**src/rtl/mult4_seq_if.sv**
```systemverilog
// Groups the multiply request (start/a/b) and result (busy/done/p) signals.
// master drives the request side; slave is the multiplier.
interface mult4_seq_if;
    logic       start;
    logic [3:0] a;
    logic [3:0] b;
    logic       busy;
    logic       done;
    logic [7:0] p;

    modport master (output start, output a, output b,
                    input  busy,  input  done, input  p);
    modport slave  (input  start, input  a, input  b,
                    output busy,  output done, output p);
endinterface

```
**src/rtl/mult4_seq.sv**
```systemverilog
// Sequential 4x4 unsigned shift-and-add multiplier sharing one 4-bit adder over four steps.
// Latency 4 cycles from start acceptance to done; start is ignored while busy.
module adder4bits (
    input  logic [3:0] i_a,
    input  logic [3:0] i_b,
    output logic [4:0] o_sum
);
    assign o_sum = {1'b0, i_a} + {1'b0, i_b};
endmodule

module mult4_seq (
    input  logic        clk,
    input  logic        rst_n,
    mult4_seq_if.slave  bus
);
    typedef enum logic [1:0] {S_IDLE = 2'd0, S_RUN = 2'd1, S_DONE = 2'd2} state_t;

    state_t     r_state;
    state_t     w_next_state;
    logic [3:0] r_hi;
    logic [3:0] r_lo;
    logic [3:0] r_mcand;
    logic [1:0] r_cnt;
    logic [7:0] r_p;
    logic [3:0] w_addend;
    logic [4:0] w_sum;
    logic       w_accept;
    logic       w_busy;
    logic       w_done;

    assign w_accept = bus.start && ((r_state == S_IDLE) || (r_state == S_DONE));
    assign w_addend = r_lo[0] ? r_mcand : 4'b0000;

    adder4bits u_adder (
        .i_a   (r_hi),
        .i_b   (w_addend),
        .o_sum (w_sum)
    );

    always_ff @(posedge clk) begin
        if (!rst_n) begin
            r_state <= S_IDLE;
        end else begin
            r_state <= w_next_state;
        end
    end

    always_comb begin
        w_next_state = r_state;
        case (r_state)
            S_IDLE:  w_next_state = bus.start ? S_RUN : S_IDLE;
            S_RUN:   w_next_state = (r_cnt == 2'd3) ? S_DONE : S_RUN;
            S_DONE:  w_next_state = bus.start ? S_RUN : S_IDLE;
            default: w_next_state = S_IDLE;
        endcase
    end

    always_comb begin
        w_busy = 1'b0;
        w_done = 1'b0;
        case (r_state)
            S_RUN:   w_busy = 1'b1;
            S_DONE:  w_done = 1'b1;
            default: ;
        endcase
    end

    // Each step shifts {carry, sum, lo} right by one; p only moves on the last step.
    always_ff @(posedge clk) begin
        if (!rst_n) begin
            r_hi    <= 4'd0;
            r_lo    <= 4'd0;
            r_mcand <= 4'd0;
            r_cnt   <= 2'd0;
            r_p     <= 8'h00;
        end else if (w_accept) begin
            r_mcand <= bus.a;
            r_hi    <= 4'd0;
            r_lo    <= bus.b;
            r_cnt   <= 2'd0;
        end else if (r_state == S_RUN) begin
            r_hi  <= w_sum[4:1];
            r_lo  <= {w_sum[0], r_lo[3:1]};
            r_cnt <= r_cnt + 2'd1;
            if (r_cnt == 2'd3) begin
                r_p <= {w_sum[4:1], w_sum[0], r_lo[3:1]};
            end
        end
    end

    assign bus.busy = w_busy;
    assign bus.done = w_done;
    assign bus.p    = r_p;
endmodule

```
**src/flat_wrapper.sv**
```systemverilog
// flat-port wrapper written by rule: the top's interface ports become plain ports
module mult4_seq_flat 
  (clk, rst_n, bus_start, bus_a, bus_b, bus_busy, bus_done, bus_p);
  mult4_seq_if bus_i ();
  input  logic clk;
  input  logic rst_n;
  input wire logic [$bits(bus_i.start)-1:0] bus_start;
  input wire logic [$bits(bus_i.a)-1:0] bus_a;
  input wire logic [$bits(bus_i.b)-1:0] bus_b;
  output wire logic [$bits(bus_i.busy)-1:0] bus_busy;
  output wire logic [$bits(bus_i.done)-1:0] bus_done;
  output wire logic [$bits(bus_i.p)-1:0] bus_p;
  assign bus_i.start = bus_start;
  assign bus_i.a = bus_a;
  assign bus_i.b = bus_b;
  assign bus_busy = bus_i.busy;
  assign bus_done = bus_i.done;
  assign bus_p = bus_i.p;
  mult4_seq u_core (.clk(clk), .rst_n(rst_n), .bus(bus_i));
endmodule
```
**config.mk**
```make
export PLATFORM = sky130hd
export DESIGN_NAME = mult4_seq_flat
export DESIGN_NICKNAME = d
export VERILOG_FILES = /design/src/rtl/mult4_seq_if.sv /design/src/rtl/mult4_seq.sv /design/src/flat_wrapper.sv
export SDC_FILE = /design/constraint.sdc
export NUM_CORES = 1
export LEC_CHECK = 0
export BUFFER_PORTS_ARGS = -buffer_cell sky130_fd_sc_hd__buf_2
export CAP_MARGIN = 0
export CORE_ASPECT_RATIO = 0.5
export CORE_MARGIN = 4
export CORE_UTILIZATION = 34
export CTS_BUF_LIST = sky130_fd_sc_hd__clkbuf_8
export DETAILED_ROUTE_END_ITERATION = 16
export SYNTH_ARGS = -nofsm -noshare
export SYNTH_HDL_FRONTEND = slang
export SYNTH_SLANG_ARGS = --single-unit
```
**constraint.sdc**
```tcl
create_clock -name clk -period 2.7 [get_ports clk]
set_input_delay 0.27 -clock clk [delete_from_list [all_inputs] [get_ports clk]]
set_output_delay 0.27 -clock clk [all_outputs]
set_load 0.02 [all_outputs]
```
### Word-level counts from Yosys, hierarchy flattened

Index checks and enable logic that the tools add are counted.

* memory bits (writable): 0
* output and inout bits: 10
* bits in latches: 0
* memory bits (read-only): 0
* bits in registers: 24
* input bits: 11
* memories kept: 0

* $mul: 0
* magnitude comparators: 0
* equal/unequal tests: 3
* div/mod/pow operators: 0
* muxes and demuxes: 8
* reductions and logical operators: 7
* shift-type cells: 0
* bitwise logic cells: 2
* add/subtract/negate cells: 2

Operator list (number)
* $mux 4: 3
* $add 4x4->5: 1
* $eq 2x2->1 const B: 2
* $pmux 2 s2: 1
* $reduce_or 2->1: 2
* $mux 1: 3
* $reduce_and 3->1: 1
* $add 2x1->2 const B: 1
* $eq 2x1->1 const B: 1
* $logic_not 2->1: 1
* $mux 2: 1
* $not 1->1: 2
* $reduce_bool 2->1: 1
* $logic_and 1x1->1: 1
* $logic_or 1x1->1: 1

### Logic depth before layout (Yosys ltp)

Gate-level depths: netlist of the first run.

* depth in word-level cells: 5
* depth in mapped cells: 8
* mapped depth without buffers: 8

### Modules after synthesis

A second synthesis of the first run with hierarchy kept.

* cells, all modules: 128
* area, all modules: 1099.8 um^2

Modules (own cells, without submodules)
* mult4_seq: seq. area each 480.5 um^2, area an instance 963.4 um^2, instances 1, cells an instance 112
* adder4bits: seq. area each 0.0 um^2, area an instance 136.4 um^2, instances 1, cells an instance 16

### Worst setup path before layout of the first run

OpenSTA, ideal clock, no wires.

* kind: register to register
* start: register u_core.r_lo[0]
* end: register u_core.r_hi[3]
* slack: 1.077 ns
* arrival time: 1.538 ns
* setup time: 0.086 ns
* buffers on the path: 0
* cell stages (with the launch flop): 9
* required time: 2.614 ns
* path through: dfxtp_1 and2_1 ha_1 inv_1 fa_1 inv_1 a21o_1 a21oi_1 a211oi_1

* word-level cells in the longest chain between the ends: 2

RTL lines
* from (decl): line mult4_seq.sv:21 `logic [3:0] r_lo;`
* from (signal assigned): line mult4_seq.sv:79 `r_lo <= bus.b;`
* from (signal assigned): line mult4_seq.sv:83 `r_lo <= {w_sum[0], r_lo[3:1]};`
* $mux 4: line mult4_seq.sv:32 `assign w_addend = r_lo[0] ? r_mcand : 4'b0000;`
* $add 4x4->5: line mult4_seq.sv:8 `assign o_sum = {1'b0, i_a} + {1'b0, i_b};`
* to (signal assigned): line mult4_seq.sv:82 `r_hi <= w_sum[4:1];`
* to (decl): line mult4_seq.sv:20 `logic [3:0] r_hi;`

Every way passes these cells.
A chain may end at the register's enable or synchronous reset.

### Worst setup path in the final report of the first run

Same ends and word-level chain as after synthesis.

==> results of run 1 <==
## worst max-delay path: stages (launching register included)
cell      delay, ps
dfxtp_1         390
and2_1          150
ha_1            170
inv_1            60
fa_1            460
inv_1            80
a21o_1          110
a21oi_1          80
a211oi_1        220
## power groups by stage
stage          clock [W]  sequential [W]  combinational (W)
2_1_floorplan          0        0.000384          0.0000562
3_3_place_gp           0        0.000387          0.0000687
3_5_place_dp           0        0.000387          0.0000696
4_1_cts         0.000249        0.000379          0.0000701
5_1_grt         0.000268        0.000381          0.0000787
6_report        0.000244        0.000379          0.0000700
## cell type report
cell class	instances	area [µm²]	area share
clock buffer	4	55.1	0.0454
inverter	6	22.5	0.0186
multi-input combinational	85	509	0.420
sequential	24	480	0.396
tap	37	46.3	0.0381
timing repair buffer	20	100	0.0825
## state kept, by name, summed over array words and instances, names as in the netlist
| register | count |
|---|---|
| u_core.r_cnt | 2 |
| u_core.r_mcand | 4 |
| u_core.bus.p | 8 |
| u_core.r_state | 2 |
| u_core.r_hi | 4 |
| u_core.r_lo | 4 |
## cell usage after synthesis, drive strengths merged (2+ instances only)
master and number:
a21o 2, inv 6, nand4 2, a21oi 10, xnor2 2, mux2i 4
and2 5, nand2 18, o22ai 4, a211oi 3, nor2 14, nand2b 2
dfxtp 24, nand3 3, buf 4, ha 5, nor3 4
## per-stage QoR
stage	setup WS, ps	instances	area (µm²)	power [W]
6_report	902	176	1210	0.000693
5_1_grt	741	176	1210	0.000728
4_1_cts	870	176	1210	0.000698
3_5_place_dp	897	172	1160	0.000457
3_3_place_gp	876	172	1160	0.000456
2_1_floorplan	1080	120	1050	0.000440
## per-layer routing
metal  track usage  vias to the layer above
met1         0.156                      386
met4        0.0373                        0
met3        0.0420                        0
met5             0                        -
li1              -                      447
met2         0.184                       15
## cells by family after synthesis
family,Yosys count,synth area share
and+or+nand+nor,51,0.220
buffers and inverters,11,0.0583
muxes,4,0.0381
AOI/OAI and AO/OA,22,0.131
xor gates and xnor gates,2,0.0167
DFF,24,0.457
adders and majority gates,6,0.0786
## how the worst min path moves through the flow
| stage | startpoint | end | slack [ps] | depth (start not counted) |
|---|---|---|---|---|
| floorplan | rst_n | u_core.bus.p[7]$_SDFFE_PN0P_ | 410 | 2 |
| detailed placement | u_core.bus.p[5]$_SDFFE_PN0P_ | u_core.bus.p[5]$_SDFFE_PN0P_ | 440 | 2 |
| global route | bus_a[1] | u_core.r_mcand[1]$_SDFFE_PN0N_ | 240 | 3 |
| CTS | bus_a[0] | u_core.r_mcand[0]$_SDFFE_PN0N_ | 230 | 3 |
| global placement | u_core.bus.p[2]$_SDFFE_PN0P_ | u_core.bus.p[2]$_SDFFE_PN0P_ | 440 | 2 |
| finish | bus_a[0] | u_core.r_mcand[0]$_SDFFE_PN0N_ | 230 | 3 |
==> out/metrics.yaml, run 1 <==
clocking:
  numCtsBuffers: 3
  cts_tree: "built"
  clock_path_buffers: 2
  post_cts_resize_count: 0
  cts_setup_buffers: 0
  ctsHtreeMaxLevel: 1
  sink_count_of_the_clock_tree: 24
  insertion_delay_ps: 270
  holdBufCountCts: 0
  cts.root.buffer_cell: "clkbuf_8"
  clkTransAtPathRegs_ps: 80
detailed_routing:
  wl_met3_um: 103
  routedLengthMet1_mm: 1.16
  drt-initial-drc-count: 21
  wl_per_cell_um: 12.6
  ant_nets: 0
  wl_mm: 2.22
  met2RoutedLength_um: 949
  drc_errors: 0
  drtPass1Iterations: 4
  via_density: 4.82
  dr_total_vias: 848
  top_layer: "met3"
layout:
  nNetsFinal: 157
  final_util: 0.439
  drive_above_1_share: 0.194
  commonest_non_fill_non_tap_cells_in_the_layout: "dfxtp_1, buf_2, nand2_1"
  insertedDiodeCount: 0
  fill_cell_count: 287
  synthToLayoutAreaGrowth_pct: 15.5
  layout_commonest_cell: "dfxtp_1"
floorplanning:
  die_width_um: 86.6
  fp.dieArea_mm2: 0.00410
  die_height_um: 47.3
  initial_utilization: 0.380
  row_count: 13
  core_area_mm2: 0.00277
  ios: 21
yosys:
  synth.area.top_cells: "dfxtp_1, nand2_1, ha_1"
  yosysUniqueCellTypes: 29
  synth_nets: 137
  async_reset_ff_frac: 0
  ys.warnings.count: 0
  post_synth_inst_count: 120
  syn_area_per_cell_um2: 8.76
  synth_seq_area_share: 0.457
  synth_flop_cell: "dfxtp_1"
  yosysTopAreaCell: "dfxtp_1"
  synth-edff-count: 0
  synth-seq-cells: 24
  post-synth-top-area-fraction: 0.457
  synth.cell_area_mm2: 0.00105
power:
  p_switching_w: 0.000166
  vdd_drop_max_v: 0.000213
  powerDensity_mw_per_mm2: 571
  total_leakage_power_nw: 0.559
  sequential_share_of_power: 0.546
  power_report.internal_total_w: 0.000527
  netSwitchingFraction: 0.240
  power_frac_comb: 0.101
  power.clock.fraction: 0.353
critical_path:
  crit-reg2reg-capture: "u_core.r_hi[3]$_SDFFE_PP0P_"
  slack_of_the_worst_reg_to_reg_path_ps: 900
  reg2reg_from: "u_core.r_lo[0]$_SDFFE_PN0P_"
  worstSetupStartpoint: "u_core.r_lo[0]$_SDFFE_PN0P_"
  worst_ep_required_time_ps: 2890
  type_of_the_worst_setup_path: "reg -> reg"
  worst_setup_ep: "u_core.r_hi[3]$_SDFFE_PP0P_"
  arrival_ps: 1990
  sort_of_element_at_the_end_of_the_critical_path: "flop"
  timing.reg2reg.worst_path_depth: 8
  start_kind: "flop"
  critical_path.max_fanout: 5
timing:
  max_clock_freq_mhz: 556
  timing_worst_slew_pin_value_ps: 593
  timing.final.crit_share: 0.666
  tightest_hold_margin_ps: 228
  timing.clock.skew_ps: 2.50
  timing.setup.tns_ps: 0
  finalCriticalPeriod_ps: 1800
  setup_viol: 0
  worst_slew_margin_rel: 0.604
  hold_viol: 0
  final-max-slew-violation-count: 0
  rsz0062_at_grt: "no"
min_path:
  min_path_type: "in -> reg"
global_routing:
  grt_pass1_vias: 797
  grt_antenna_before_repair: 0
  grt_max_degree: 18
  grt_remaining_overflow: 0
  grt_pass1_wl_mm: 3.66
  total_routing_usage_reported_by_global_routing: 0.118
placed_design:
  port_buffer_count: 20
  dp.final_hpwl_mm: 1.67
  globalplace.congestion: 0.796
flow_run:
  cap_violations: 0
outcome:
  status: "completed"
Note: power is estimated with default switching activity, not from simulation.
==> run 2, diff against run 1 <==
==> constraint.sdc (replaced) <==
create_clock -name clk -period 1.5 [get_ports clk]
set_input_delay 0.15 -clock clk [delete_from_list [all_inputs] [get_ports clk]]
set_output_delay 0.15 -clock clk [all_outputs]
set_load 0.02 [all_outputs]
==> run 2 against run 1 <==
The flow now finishes with violations (setup timing). Critical path depth unchanged. Flip-flop and latch count unchanged. Fmax increased by 17%. Die area unchanged. Largest cell class unchanged. Global-route usage increased by 0.38 points. Setup slack got worse by 940 ps. Utilization increased by 6.7 points. Highest routed layer unchanged. Non-clock buffer count increased by 12. Largest power group unchanged.
==> out/metrics.yaml, run 2 (synthesis results as in run 1) <==
floorplanning:
  row_count: 13  # unchanged
  core_area_mm2: 0.00277  # unchanged
  fp.dieArea_mm2: 0.00410  # unchanged
  initial_utilization: 0.380  # unchanged
  die_width_um: 86.6  # unchanged
  ios: 21  # unchanged
  die_height_um: 47.3  # unchanged
placed_design:
  globalplace.congestion: 0.791  # -0.64%
  postPlaceCellArea_mm2: 0.00125  # +8.1%
  dp.final_hpwl_mm: 1.67  # -0.25%
  port_buffer_count: 20  # unchanged
  placedCellCount: 184  # +7.0%
power:
  finalPower_w: 0.00140  # +100%
  total_leakage_power_nw: 0.622  # +11%
  vdd_drop_max_v: 0.000473  # +120%
  powerDensity_mw_per_mm2: 998  # +75%
detailed_routing:
  wl_mm: 2.21  # -0.45%
  drtPass1Iterations: 4  # unchanged
  drt-initial-drc-count: 40  # +90%
  drc_errors: 0  # unchanged
  via_density: 4.64  # -3.6%
  dr_total_vias: 873  # +2.9%
  wl_per_cell_um: 11.7  # -6.8%
  ant_nets: 0  # unchanged
layout:
  largest_register_ff_count: 8  # unchanged
  synthToLayoutAreaGrowth_pct: 33.0
  commonest_non_fill_non_tap_cells_in_the_layout: "dfxtp_1, buf_2, nand2_1"
  layout_commonest_cell: "dfxtp_1"
  stdcell_area_mm2: 0.00140  # +15%
  regArea_um2: 485  # +1.0%
  final_util: 0.505  # +0.0665
  fill_cell_count: 268  # -6.6%
  drive_above_1_share: 0.358  # +0.163
  multiInputGateArea_um2: 582  # +14%
  nNetsFinal: 169  # +7.6%
  post_layout_nonfiller_instances: 188  # +6.8%
  insertedDiodeCount: 0  # unchanged
timing:
  hold_viol: 0  # unchanged
  rsz0062_at_grt: "yes"
  final-max-slew-violation-count: 0  # unchanged
  timing_worst_slew_pin_value_ps: 289  # -305 ps
  timing.clock.skew_ps: 4.47  # +1.97 ps
  worst_slew_margin_rel: 0.807  # +0.203
  max_clock_freq_mhz: 649  # +17%
  finalCriticalPeriod_ps: 1540  # -258 ps
  post-route-worst-setup-slack_ps: -40.0  # -942 ps
  timing.final.crit_share: 1.03  # +0.361
  setup_viol: 1  # +1
min_path:
  min_path_type: "in -> reg"
clocking:
  ctsHtreeMaxLevel: 1  # unchanged
  clock_path_buffers: 2  # unchanged
  cts.root.buffer_cell: "clkbuf_8"
  numCtsBuffers: 3  # unchanged
  sink_count_of_the_clock_tree: 24  # unchanged
  clkTransAtPathRegs_ps: 80  # about the same
  cts_tree: "built"
  insertion_delay_ps: 260  # about the same
critical_path:
  type_of_the_worst_setup_path: "reg -> reg"
  timing.critical_path.slowest_stage_cell: "fa_2"
  timing.critical_path.cells: "and2_4 -> ha_4 -> inv_2 -> fa_2 -> inv_2 -> a21o_1 -> a21oi_2 -> a211oi_1"
  sort_of_element_at_the_end_of_the_critical_path: "flop"
  critical_path.most_common_cell: "inv_2"
  start_kind: "flop"
  worst_ep_required_time_ps: 1680  # -1210 ps
  path_delay_family: "adder cells"
  arrival_ps: 1720  # -270 ps
  worst-path-buf-inv: 2  # unchanged
  critical_path.max_fanout: 5  # unchanged
  worst_path_max_stage_delay_ps: 380  # -80 ps
global_routing:
  grt_antenna_before_repair: 0  # unchanged
  grt_pass1_vias: 815  # +2.3%
  grt_pass1_wl_mm: 3.83  # +4.5%
  total_routing_usage_reported_by_global_routing: 0.122  # +0.00384
  globalRoute.busiestLayer: "met2"
  grt_max_degree: 18  # unchanged
  globalRouteMet2Util: 0.178  # -0.00608
  grt_remaining_overflow: 0  # unchanged
  grt_util_met3: 0.0403  # -0.00175
  grt.met1_usage: 0.175  # +0.0187
outcome:
  violations_in_the_final_reports: "setup timing"
  status: "finished with violations"
flow_run:
  cap_violations: 0  # unchanged
-- run 2: metrics by stage --
step | setup TNS [ps] | setup slack (ps) | hold slack, ps
6_report | -40.0 | -40.0 | 111
2_1_floorplan | 0 | 10.0 | 288
3_3_place_gp | -269 | -69.8 | 382
5_1_grt | -422 | -115 | 111
3_5_place_dp | -401 | -89.5 | 390
4_1_cts | -97.2 | -39.0 | 104
-- run 2: timing repair --
item                                   4_1_cts  5_1_grt
buffers inserted                             2        0
resized for setup                           11        4
pin swaps                                   12        6
setup endpoints to repair                    7        7
hold buffers                                 0        0
endpoints found under the hold margin        0        0
-- run 2: area by class of cell --
cell class                      count  area share
Clock buffer                        3      0.0295
Clock inverter                      1      0.0215
Inverter                            6      0.0161
Multi-Input combinational cell     85       0.416
Sequential cell                    24       0.347
Tap cell                           37      0.0331
Timing Repair Buffer               32       0.136
-- run 2: path summary, 6_finish.rpt --
path | startpoint | to | slack, ps | cells after the start
worst max-delay path | u_core.r_lo[0]$_SDFFE_PN0P_ | u_core.r_hi[3]$_SDFFE_PP0P_ | -40 | 8
worst min-delay path | bus_a[3] | u_core.r_mcand[3]$_SDFFE_PN0N_ | 110 | 3
worst max register to register | u_core.r_lo[0]$_SDFFE_PN0P_ | u_core.r_hi[3]$_SDFFE_PP0P_ | -40 | 8
worst min register to register | u_core.bus.p[5]$_SDFFE_PN0P_ | u_core.bus.p[5]$_SDFFE_PN0P_ | 450 | 2
-- run 2: worst register-to-register path: stages, from the launching register on --
cell and delay, ps:
dfxtp_4 370, and2_4 140, ha_4 120, inv_2 40, fa_2 380, inv_2 60
a21o_1 110, a21oi_2 60, a211oi_1 170
-- run 2: where the power goes --
| group | internal [W] | total [W] | switching, W |
|---|---|---|---|
| sequential | 0.000664 | 0.000685 | 0.0000210 |
| clock | 0.000356 | 0.000555 | 0.000199 |
| combinational | 0.0000739 | 0.000155 | 0.0000815 |
| total | 0.00109 | 0.00140 | 0.000301 |
-- run 2: routing by layer --
layer,routed length [µm],vias to the layer above
met5,0,-
met4,0,0
met2,924,15
met3,84,0
met1,1200,386
li1,-,472
==> run 3, diff against run 2 <==
--- a/config.mk
+++ b/config.mk
@@ -6,12 +6,13 @@
 export NUM_CORES = 1
 export LEC_CHECK = 0
 export BUFFER_PORTS_ARGS = -buffer_cell sky130_fd_sc_hd__buf_2
-export CAP_MARGIN = 0
+export CAP_MARGIN = 20
 export CORE_ASPECT_RATIO = 0.5
 export CORE_MARGIN = 4
 export CORE_UTILIZATION = 34
 export CTS_BUF_LIST = sky130_fd_sc_hd__clkbuf_8
 export DETAILED_ROUTE_END_ITERATION = 16
+export SKIP_CTS_REPAIR_TIMING = 1
 export SYNTH_ARGS = -nofsm -noshare
 export SYNTH_HDL_FRONTEND = slang
 export SYNTH_SLANG_ARGS = --single-unit
==> constraint.sdc (replaced) <==
create_clock -name clk -period 1.5 [get_ports clk]
set_input_delay 0.3 -clock clk [delete_from_list [all_inputs] [get_ports clk]]
set_output_delay 0.3 -clock clk [all_outputs]
set_load 0.02 [all_outputs]
==> run 3 against run 2 <==
The run still ends with setup timing left. Die area did not move. Sequential share of layout area shrank 1.1 points. Total power fell by 7.2%. Flip-flop and latch count did not move. Via count grew 3.9%. Non-clock buffer count increased by 2. Cell count increased by 1.1%. Critical endpoint is now u_core.r_hi[1]$_SDFFE_PP0P_.
==> out/metrics.yaml, run 3 (synthesis results as in run 1) <==
global_routing:
  grt_remaining_overflow: 0  # unchanged
  total_routing_usage_reported_by_global_routing: 0.123  # +0.00125
  grt_antenna_before_repair: 0  # unchanged
  grt_max_degree: 18  # unchanged
  grt_pass1_wl_mm: 3.79  # -1.1%
  grt_pass1_vias: 826  # +1.3%
clocking:
  clkTransAtPathRegs_ps: 90  # about the same
  sink_count_of_the_clock_tree: 24  # unchanged
  clock_path_buffers: 2  # unchanged
  numCtsBuffers: 3  # unchanged
  insertion_delay_ps: 270  # about the same
  cts.root.buffer_cell: "clkbuf_8"
  ctsHtreeMaxLevel: 1  # unchanged
  cts_tree: "built"
placed_design:
  postPlaceCellArea_mm2: 0.00124  # -0.60%
  dp.final_hpwl_mm: 1.71  # +2.5%
  dpl_worst_slack_ps: -103  # -13.3 ps
  port_buffer_count: 20  # unchanged
  placedCellCount: 183  # -0.54%
  globalplace.congestion: 0.787  # -0.48%
power:
  power_frac_comb: 0.131  # +0.020
  sequential_share_of_power: 0.529  # +0.038
  total_leakage_power_nw: 0.652  # +4.8%
  netSwitchingFraction: 0.244  # +0.0283
  vdd_drop_max_v: 0.000343  # -27%
  power.clock.fraction: 0.340  # -0.058
  power_report.internal_total_w: 0.000979  # -11%
  powerDensity_mw_per_mm2: 900  # -9.9%
  p_switching_w: 0.000316  # +5.0%
timing:
  rsz0062_at_grt: "yes"
  hold_viol: 0  # unchanged
  finalCriticalPeriod_ps: 1630  # +90.8 ps
  timing.final.crit_share: 1.09  # +0.0606
  final-max-slew-violation-count: 0  # unchanged
  worst_slew_margin_rel: 0.808  # about the same
  max_clock_freq_mhz: 613  # -5.6%
  setup_viol: 4  # +3
  timing_worst_slew_pin_value_ps: 288  # -1.16 ps
  post-route-worst-setup-slack_ps: -131  # -90.8 ps
  timing.clock.skew_ps: 5.62  # +1.15 ps
critical_path:
  crit-reg2reg-capture: "u_core.r_hi[1]$_SDFFE_PP0P_"
  start_kind: "flop"
  critical_path.max_fanout: 5  # unchanged
  sort_of_element_at_the_end_of_the_critical_path: "flop"
  type_of_the_worst_setup_path: "reg -> reg"
  arrival_ps: 1840  # +120 ps
  slack_of_the_worst_reg_to_reg_path_ps: -130  # -90 ps
  timing.reg2reg.worst_path_depth: 8  # unchanged
  worstSetupStartpoint: "u_core.r_lo[0]$_SDFFE_PN0P_"
  worst_ep_required_time_ps: 1710  # +30 ps
  reg2reg_from: "u_core.r_lo[0]$_SDFFE_PN0P_"
min_path:
  worstHoldStart: "bus_a[0]"
  min_path_type: "in -> reg"
  hold_depth: 3  # unchanged
  whs_endpoint: "u_core.r_mcand[0]$_SDFFE_PN0N_"
layout:
  post_layout_nonfiller_instances: 190  # +1.1%
  layout_commonest_cell: "dfxtp_1"
  stdcell_area_mm2: 0.00144  # +3.0%
  fill_cell_count: 242  # -9.7%
  nNetsFinal: 171  # +1.2%
  synthToLayoutAreaGrowth_pct: 37.0
  regArea_um2: 484  # -0.26%
  commonest_non_fill_non_tap_cells_in_the_layout: "dfxtp_1, buf_2, nand2_1"
  multiInputGateArea_um2: 614  # +5.6%
  insertedDiodeCount: 0  # unchanged
  drive_above_1_share: 0.379  # +0.0215
  largest_register_ff_count: 8  # unchanged
detailed_routing:
  drc_errors: 0  # unchanged
  wl_mm: 2.39  # +8.3%
  via_density: 4.77  # +2.8%
  dr_total_vias: 907  # +3.9%
  ant_nets: 0  # unchanged
  drt-initial-drc-count: 54  # +35%
  drtPass1Iterations: 4  # unchanged
  wl_per_cell_um: 12.6  # +7.2%
floorplanning:
  ios: 21  # unchanged
  fp.dieArea_mm2: 0.00410  # unchanged
  core_area_mm2: 0.00277  # unchanged
  die_width_um: 86.6  # unchanged
  initial_utilization: 0.380  # unchanged
  die_height_um: 47.3  # unchanged
  row_count: 13  # unchanged
flow_run:
  cap_violations: 0  # unchanged
outcome:
  status: "finished with violations"
  violations_in_the_final_reports: "setup timing"
run 3: cell count changes in the layout (fill, tap and decap cells not counted), sizes merged:
cell,before,now
bufinv,1,0
clkbuf,3,4
buf,32,34
run 3: worst max-delay path: stages, from the launching register on:
cell and delay (ps):
dfxtp_4 380, and2_4 160, ha_4 130, inv_2 30
fa_2 340, buf_6 140, xnor2_4 160, nand2_1 90
a21oi_1 140
run 3: layout make-up:
class | count | area share
inverters | 6 | 0.0174
clock buffers | 4 | 0.0382
multi-input cells | 85 | 0.427
repair buffers | 34 | 0.149
well taps | 37 | 0.0321
flip-flops and latches | 24 | 0.336
run 3: layer usage:
layer / global-route usage / wire (µm) / vias up
li1: - / - / 471
met1: 0.162 / 1170 / 417
met2: 0.198 / 1110 / 19
met3: 0.0403 / 108 / 0
met4: 0.0373 / 0 / 0
met5: 0 / 0 / -
run 3: power groups by stage:
stage / logic (W) / clock network, W / registers, W
after floorplan: 0.000101 / 0 / 0.000692
after global placement: 0.000142 / 0 / 0.000696
after detailed placement: 0.000143 / 0 / 0.000697
after CTS: 0.000144 / 0.000453 / 0.000682
after global routing: 0.000189 / 0.000479 / 0.000691
final: 0.000169 / 0.000441 / 0.000685
run 3: worst max path at each step:
| stage | end | depth (start not counted) | slack, ps |
|---|---|---|---|
| 3_5_place_dp | u_core.r_hi[3]$_SDFFE_PP0P_ | 8 | -100 |
| 2_1_floorplan | u_core.r_hi[3]$_SDFFE_PP0P_ | 8 | 10 |
| 6_report | u_core.r_hi[1]$_SDFFE_PP0P_ | 8 | -130 |
| 4_1_cts | u_core.r_hi[3]$_SDFFE_PP0P_ | 8 | -140 |
| 3_3_place_gp | u_core.bus.p[5]$_SDFFE_PN0P_ | 7 | -60 |
| 5_1_grt | u_core.r_hi[1]$_SDFFE_PP0P_ | 8 | -230 |
run 3: metrics by stage:
step	power [W]	hold WS, ps	utilization	TNS, ps
2_1_floorplan	0.000793	438	-	0
3_3_place_gp	0.000839	445	0.450	-242
3_5_place_dp	0.000840	450	0.450	-413
4_1_cts	0.00128	257	0.470	-553
5_1_grt	0.00136	279	0.521	-765
6_report	0.00130	261	0.521	-378
